--- src/rtl/stopwatch_lap_bcd_if.sv ---
// Lap FIFO read port of stopwatch_lap_bcd.
// Handshake: the head entry transfers on every falling edge where lap_valid && lap_ready; lap_bcd holds while lap_valid && !lap_ready.
interface stopwatch_lap_bcd_if #(
  parameter int LAP_DEPTH = 8
);
  localparam int CW = $clog2(LAP_DEPTH) + 1;

  logic          lap_valid;
  logic          lap_ready;
  logic [35:0]   lap_bcd;
  logic [CW-1:0] lap_count;
  logic          lap_drop;

  modport master (output lap_valid, lap_bcd, lap_count, lap_drop, input lap_ready);
  modport slave  (input lap_valid, lap_bcd, lap_count, lap_drop, output lap_ready);
endinterface

--- src/rtl/stopwatch_lap_bcd.sv ---
// Run/stop/clear stopwatch counting HH:MM:SS.mmm as a cascaded BCD chain,
// with a millisecond prescaler and a lap-capture FIFO. All state moves on the falling edge.
module stopwatch_lap_bcd #(
  parameter int CLK_PER_MS = 50000,
  parameter int LAP_DEPTH  = 8,
  parameter int SATURATE   = 1
) (
  input  logic        NEclk,
  input  logic        Nreset,
  input  logic        start_stop,
  input  logic        clear,
  input  logic        lap,
  output logic [35:0] time_bcd,
  output logic        running,
  output logic        ovf,
  output logic [1:0]  state_dbg,
  stopwatch_lap_bcd_if.master lap_if
);
  localparam int PW = (CLK_PER_MS > 1) ? $clog2(CLK_PER_MS) : 1;
  localparam int AW = $clog2(LAP_DEPTH);
  localparam int CW = AW + 1;
  localparam logic [PW-1:0] PRESC_LAST = PW'(CLK_PER_MS - 1);
  // Per-digit upper limits; also the saturation value 99:59:59.999.
  localparam logic [35:0] MAX_TIME = 36'h995959999;

  typedef enum logic [1:0] {
    IDLE  = 2'd0,
    RUN   = 2'd1,
    PAUSE = 2'd2
  } state_t;

  state_t          state_q;
  logic [PW-1:0]   presc_q;
  logic [35:0]     time_q;
  logic [35:0]     time_inc;
  logic            carry;
  logic            tick;
  logic            running_q;
  logic            ovf_q;

  assign tick = (state_q == RUN) && (presc_q == PRESC_LAST);

  // carry is left set only when every digit rolled over, i.e. the chain overflowed.
  always_comb begin
    time_inc = time_q;
    carry    = 1'b1;
    for (int i = 0; i < 9; i++) begin
      if (carry) begin
        if (time_q[4*i +: 4] >= MAX_TIME[4*i +: 4]) begin
          time_inc[4*i +: 4] = 4'd0;
        end else begin
          time_inc[4*i +: 4] = time_q[4*i +: 4] + 4'd1;
          carry = 1'b0;
        end
      end
    end
  end

  always_ff @(negedge NEclk or negedge Nreset) begin
    if (!Nreset) begin
      state_q   <= IDLE;
      presc_q   <= '0;
      time_q    <= '0;
      running_q <= 1'b0;
      ovf_q     <= 1'b0;
    end else if (clear) begin
      state_q   <= IDLE;
      presc_q   <= '0;
      time_q    <= '0;
      running_q <= 1'b0;
      ovf_q     <= 1'b0;
    end else begin
      if (tick) begin
        presc_q <= '0;
        if (!carry) begin
          time_q <= time_inc;
        end else begin
          ovf_q <= 1'b1;
          if (SATURATE == 0) time_q <= '0;
        end
      end else if (state_q == RUN) begin
        presc_q <= presc_q + PW'(1);
      end

      if (start_stop) begin
        case (state_q)
          IDLE, PAUSE: begin
            state_q   <= RUN;
            running_q <= 1'b1;
          end
          RUN: begin
            state_q   <= PAUSE;
            running_q <= 1'b0;
          end
          default: begin
            state_q   <= IDLE;
            running_q <= 1'b0;
          end
        endcase
      end
    end
  end

  assign time_bcd  = time_q;
  assign running   = running_q;
  assign ovf       = ovf_q;
  assign state_dbg = state_q;

  logic [35:0]   mem [LAP_DEPTH];
  logic [AW-1:0] wr_ptr;
  logic [AW-1:0] rd_ptr;
  logic [CW-1:0] count_q;
  logic          drop_q;
  logic          full;
  logic          pop;
  logic          push_req;
  logic          push_ok;

  assign full     = (count_q == CW'(LAP_DEPTH));
  assign pop      = (count_q != '0) && lap_if.lap_ready;
  assign push_req = lap && !clear;
  // A pop on the same edge frees the slot, so a full FIFO still takes the push.
  assign push_ok  = push_req && (!full || pop);

  always_ff @(negedge NEclk) begin
    if (push_ok) mem[wr_ptr] <= time_q;
  end

  always_ff @(negedge NEclk or negedge Nreset) begin
    if (!Nreset) begin
      wr_ptr  <= '0;
      rd_ptr  <= '0;
      count_q <= '0;
      drop_q  <= 1'b0;
    end else if (clear) begin
      wr_ptr  <= '0;
      rd_ptr  <= '0;
      count_q <= '0;
      drop_q  <= 1'b0;
    end else begin
      if (push_ok) wr_ptr <= wr_ptr + AW'(1);
      if (pop)     rd_ptr <= rd_ptr + AW'(1);
      case ({push_ok, pop})
        2'b10:   count_q <= count_q + CW'(1);
        2'b01:   count_q <= count_q - CW'(1);
        default: count_q <= count_q;
      endcase
      if (push_req && !push_ok) drop_q <= 1'b1;
    end
  end

  assign lap_if.lap_valid = (count_q != '0);
  assign lap_if.lap_bcd   = (count_q != '0) ? mem[rd_ptr] : '0;
  assign lap_if.lap_count = count_q;
  assign lap_if.lap_drop  = drop_q;
endmodule

--- src/flat_wrapper.sv ---
// flat-port wrapper written by rule: the top's interface ports become plain ports
module stopwatch_lap_bcd_flat 
#(
  parameter int CLK_PER_MS = 50000,
  parameter int LAP_DEPTH  = 8,
  parameter int SATURATE   = 1
)
  (NEclk, Nreset, start_stop, clear, lap, time_bcd, running, ovf, state_dbg, lap_if_lap_valid, lap_if_lap_bcd, lap_if_lap_count, lap_if_lap_drop, lap_if_lap_ready);
  stopwatch_lap_bcd_if #(.LAP_DEPTH(LAP_DEPTH)) lap_if_i ();
  input  logic NEclk;
  input  logic Nreset;
  input  logic start_stop;
  input  logic clear;
  input  logic lap;
  output logic [35:0] time_bcd;
  output logic running;
  output logic ovf;
  output logic [1:0] state_dbg;
  output wire logic [$bits(lap_if_i.lap_valid)-1:0] lap_if_lap_valid;
  output wire logic [$bits(lap_if_i.lap_bcd)-1:0] lap_if_lap_bcd;
  output wire logic [$bits(lap_if_i.lap_count)-1:0] lap_if_lap_count;
  output wire logic [$bits(lap_if_i.lap_drop)-1:0] lap_if_lap_drop;
  input wire logic [$bits(lap_if_i.lap_ready)-1:0] lap_if_lap_ready;
  assign lap_if_lap_valid = lap_if_i.lap_valid;
  assign lap_if_lap_bcd = lap_if_i.lap_bcd;
  assign lap_if_lap_count = lap_if_i.lap_count;
  assign lap_if_lap_drop = lap_if_i.lap_drop;
  assign lap_if_i.lap_ready = lap_if_lap_ready;
  stopwatch_lap_bcd #(.CLK_PER_MS(CLK_PER_MS), .LAP_DEPTH(LAP_DEPTH), .SATURATE(SATURATE)) u_core (.NEclk(NEclk), .Nreset(Nreset), .start_stop(start_stop), .clear(clear), .lap(lap), .time_bcd(time_bcd), .running(running), .ovf(ovf), .state_dbg(state_dbg), .lap_if(lap_if_i));
endmodule
--- config.mk ---
export PLATFORM = sky130hd
export DESIGN_NAME = stopwatch_lap_bcd_flat
export DESIGN_NICKNAME = d
export VERILOG_FILES = /design/src/rtl/stopwatch_lap_bcd_if.sv /design/src/rtl/stopwatch_lap_bcd.sv /design/src/flat_wrapper.sv
export SDC_FILE = /design/constraint.sdc
export NUM_CORES = 1
export LEC_CHECK = 0
export CORE_MARGIN = 5
export CORE_UTILIZATION = 55
export DETAILED_ROUTE_END_ITERATION = 16
export PLACE_DENSITY_LB_ADDON = 0.2
export SYNTH_ARGS = -nofsm -noshare
export SYNTH_HDL_FRONTEND = slang
export SYNTH_SLANG_ARGS = --single-unit
--- constraint.sdc ---
create_clock -name NEclk -period 5.3 [get_ports NEclk]
set_clock_uncertainty 0.15 [all_clocks]
set_input_delay 1.06 -clock NEclk [delete_from_list [all_inputs] [get_ports NEclk]]
set_output_delay 1.06 -clock NEclk [all_outputs]
set_load 0.01 [all_outputs]
; ---- Word-level counts from Yosys, hierarchy flattened
; Memories as Yosys holds them, arrays and structs flattened.
; Index checks and enable logic that the tools add are counted.
[op_classes]
n_addsub = 14
order_cmp = 9
eq_ne = 7
mux = 60
n_reduce_logical = 38
[op_table]
columns = op, count
row1 = $mux 36, 4
row2 = $mux 4, 18
row3 = $mux 16, 3
row4 = $add 4x1->4 const B, 10
row5 = $ge 4x4->1 const B, 7
row6 = $reduce_bool 2->1, 14
row7 = $mux 1, 27
row8 = $reduce_and 3->1, 8
row9 = $add 16x1->16 const B, 1
row10 = $eq 16x16->1 const B, 1
row11 = $mux 3, 4
row12 = $ge 4x3->1 const B, 2
row13 = $pmux 4 s2, 1
row14 = $add 3x1->3 const B, 2
row15 = $reduce_bool 3->1, 2
row16 = $logic_and 1x1->1, 5
row17 = $eq 2x1->1 const B, 2
row18 = $eq 2x2->1 const B, 2
row19 = $eq 4x4->1 const B, 1
row20 = $mux 2, 2
row21 = $pmux 2 s2, 1
row22 = $reduce_and 2->1, 2
row23 = $reduce_bool 4->1, 1
row24 = $sub 4x1->4 const B, 1
row25 = other kinds (5), 7
[word_totals]
ff_bits = 67
ramBits = 288
inputBits = 6
output_inout_bits = 82
mem_count = 1
[memory_table]
columns = memory, words, word_bits, rd, rd_clocked_by_memory_dff, wr, line
row1 = u_core.mem, 8, 36, 1, 0, 1, stopwatch_lap_bcd.sv:109  ; logic [35:0] mem [LAP_DEPTH];

; ---- Logic depth before layout (Yosys ltp)
[depth]
ltp_word = 13
depth_mapped = 12

==> metrics.md <==
| Metric | Value |
|---|---|
| Remaining antenna violation count | `0` |
| Number of synthesized register bits | `355` |
| 1st-iter DRT viols | `roughly 800` |
| Post-synth top area share | `0.580` |
| WHS Endpoint | `u_core.presc_q[9]$_DFFE_NN0P_` |
| Hold Path Class | `reg -> reg` |
| Nets@finish | `around 1500` |
| Yosys warns | `0` |
| Commonest non-fill, non-tap cells in the layout | `319 x inv_1, 288 x edfxtp_1, 104 x buf_4` |
| Crit path kind | `reg -> out` |
| Routability Congestion | `a little over 0.8` |
| Syn_area_per_cell | `16.6 um^2` |
| Pleak | `8.90 nW` |
| Hold Slack | `0.287 ns` |
| Crit Path Max Fanout | `6` |
| VDD IR max | `~0.27 mV` |
| # IOs | `88` |
| Die height | `175 um` |
| CORE AREA | `26800 um^2` |
| FF-to-FF Start | `u_core.time_bcd[1]$_DFFE_NN0P_` |
| Worst Max-Slew Pin Slew | `about 1.0 ns` |
| Most frequent CP cell | `buf_4` |
| Post-Syn Nets | `around 940` |
| Clock Latency Late Sink | `~0.53 ns` |
| Ant. Diodes | `0` |
| Final slew viol count | `0` |
| Finish-stage setup viols | `37` |
| Power Density | `440 nW/um^2` |
| Clock Tree Root | `clkbuf_16` |
| Fin. Hold Viols | `0` |
| Total wire length | `around 39000 um` |
| Ys async rst share | `0.189` |
| WL per Instance | `21.5 um` |
| DIE AREA | `30500 um^2` |
| Max Cap Violations | `0` |
| Slew headroom | `0.302` |
| Bufs and invs on worst path | `5` |
| Number of synthesized flops with an enable pin | `around 290` |
| FP Rows | `60` |
| CP Cell Sequence | `buf_4 > buf_8 > buf_12 > buf_4 > mux4_2 > mux2i_1 > nor2_1 > clkbuf_2` |
| Ys flop type | `edfxtp_1` |
| Gr usage total | `0.252` |
| Largest net degree at the start of global routing | `30` |
| Worst Path Arrival | `a little over 5 ns` |
| DP Wirelength | `22100 um` |
| CP Depth | `8` |
| Starting density of the core | `0.556` |
| Vias | `a little over 10000` |
| Synth-to-Final Area Change | `35.5%` |
| CTS H-tree lvls | `2` |
| Reg2Reg Depth | `9` |
| Die width | `175 um` |
| Violated checks | `setup timing` |
| Layout cells sized above 1 | `0.249` |
| Netlist cell types | `slightly above 60` |
| Clk slew on worst S/H paths | `0.05 ns` |
| Crit Reg-Reg Endpoint | `u_core.time_bcd[31]$_DFFE_NN0P_` |
| Area leader, netlist | `edfxtp_1` |
| Mapped cell area | `14900 um^2` |
| Critical path capture point type | `output port` |
| Hold Crit Start | `u_core.presc_q[9]$_DFFE_NN0P_` |
| Fin worst setup slack | `-0.986 ns` |
| Commonest non-fill, non-tap cell in the layout | `inv_1` |
| Initial DRT Pass Iterations | `5` |
| Port buffer count | `87` |
| Post-synthesis sequential area ratio | `0.693` |
| R2r setup slk | `approximately 2.1 ns` |
| Initial antenna violation count | `0` |
| Critical-path top delay cell | `dfrtn_1` |
| Global-route wire length before repair | `59300 um` |
| RSZ-0062 raised after global routing | `true` |
| Run status | `finished with violations` |
| Data required, critical path | `4.09 ns` |
| Clock Sink Count | `355` |
| Gr ovfl total | `0` |
| CTS Buf Count | `39` |
| CP max stage delay | `0.50 ns` |
| Cells after Synth | `897` |
| Worst hold stages | `1` |
| Place WS | `-0.658 ns` |
| Routed vias/inst | `5.65` |
| CP top delay family | `buffers and inverters` |
| CTS tree | `yes` |
| Vias in the first global route | `10800` |
| Critical Path Start Type | `flop` |
| Top cells by area, synth | `edfxtp_1 58%, dfrtn_1 11%, mux4_2 11%, ha_1 2.7%, mux2i_1 2.7%` |
| Remaining DRCs | `0` |
| Clock Tree Buf Depth | `3` |
Yosys cell counts, types with 7 or more instances:
master      n
nor2_1     86
buf_2       8
nand3_1    21
a21oi_1    30
ha_1       32
inv_1      30
nand2_1    38
o21ai_0    31
nand4_1    13
mux2i_1    40
nand2b_1   11
xor2_1      7
o31ai_1     8
dfrtn_1    67
mux4_2     72
clkbuf_1   17
edfxtp_1  288
through the flow:
stage | instances | setup TNS, ns | instance area [um^2] | util | total power (W)
3_5_place_dp | 1421 | -189.49 | 17500 | 0.655 | 0.00535
4_1_cts | 1802 | -32.80 | 20200 | 0.753 | 0.00890
5_1_grt | 1809 | -34.50 | 20200 | 0.753 | 0.00943
3_3_place_gp | 1421 | -181.47 | 17500 | 0.655 | 0.00533
2_1_floorplan | 897 | -54.05 | 15200 | - | 0.00458
6_report | 1809 | -31.30 | 20200 | 0.753 | 0.00888
flip-flops by register name, summed over array words and instances (netlist names):
register and flops:
u_core.state_dbg 2, u_core.wr_ptr 3, u_core.lap_if.lap_drop 1, u_core.rd_ptr 3
u_core.ovf 1, u_core.lap_if.lap_count 4, u_core.presc_q 16, u_core.running 1
u_core.time_bcd 36, u_core.mem 288
logic make-up (layout without fill, tap and decap cells):
| kind of cell | Yosys count | count (layout) | share of synthesized area |
|---|---|---|---|
| AOI/OAI and AO/OA | 109 | 109 | 0.0459 |
| DFF | 355 | 355 | 0.693 |
| and+or+nand+nor | 213 | 213 | 0.0729 |
| muxes | 114 | 114 | 0.137 |
| buffers and inverters | 61 | 632 | 0.0160 |
| xor gates and xnor gates | 12 | 12 | 0.00705 |
| adders and majority gates | 33 | 33 | 0.0282 |
how the worst max path moves through the flow:
| stage | from | endpoint | slack (ns) |
|---|---|---|---|
| floorplan | lap_if_lap_ready | u_core.mem[0][0]$_DFFE_NP_ | -0.59 |
| global placement | u_core.rd_ptr[0]$_DFFE_NN0P_ | lap_if_lap_bcd[32] | -0.68 |
| detailed placement | u_core.rd_ptr[0]$_DFFE_NN0P_ | lap_if_lap_bcd[24] | -0.66 |
| CTS | u_core.rd_ptr[0]$_DFFE_NN0P_ | lap_if_lap_bcd[4] | -0.99 |
| global route | u_core.rd_ptr[0]$_DFFE_NN0P_ | lap_if_lap_bcd[4] | -1.08 |
| finish | u_core.rd_ptr[0]$_DFFE_NN0P_ | lap_if_lap_bcd[4] | -0.99 |
report_power, final:
group | switching [W] | internal, W | leakage, nW | total (W)
clock network | 0.00170 | 0.00191 | 2.18 | 0.00361
logic | 0.000983 | 0.00117 | 2.96 | 0.00216
registers | 0.0000393 | 0.00308 | 3.76 | 0.00312
total | 0.00272 | 0.00617 | 8.90 | 0.00888
worst register-to-register path, cell delays in order, from the launching register on:
cell and delay (ns):
dfrtn_1 0.47, buf_4 0.20, inv_1 0.08, ha_1 0.19, or3b_2 0.25, nand4_4 0.17
or4_4 0.63, nor3_1 0.58, a41oi_1 0.31, nor3_1 0.20
routing by layer:
layer	track usage	up-vias	part of all wire
met5	0	-	0
met4	0.0962	0	0.026
met3	0.0519	82	0.063
met2	0.421	464	0.51
met1	0.330	5073	0.40
li1	-	4610	-
final cells by class:
type | count | area, um^2
flip-flops and latches | 355 | 10300
clock buffers | 50 | 1150
fillers | 1603 | 6610
well taps | 341 | 427
inverters | 29 | 116
repair buffers | 245 | 2470
multi-input cells | 481 | 4470
clock inverters | 308 | 1230
timing repair:
item	CTS	global route
setup endpoints to repair	196	39
hold buffers	0	0
gates cloned	5	2
buffers inserted	21	11
pin swaps	2	4
gates resized for setup	175	50
Power figures use the tool's default switching activity.
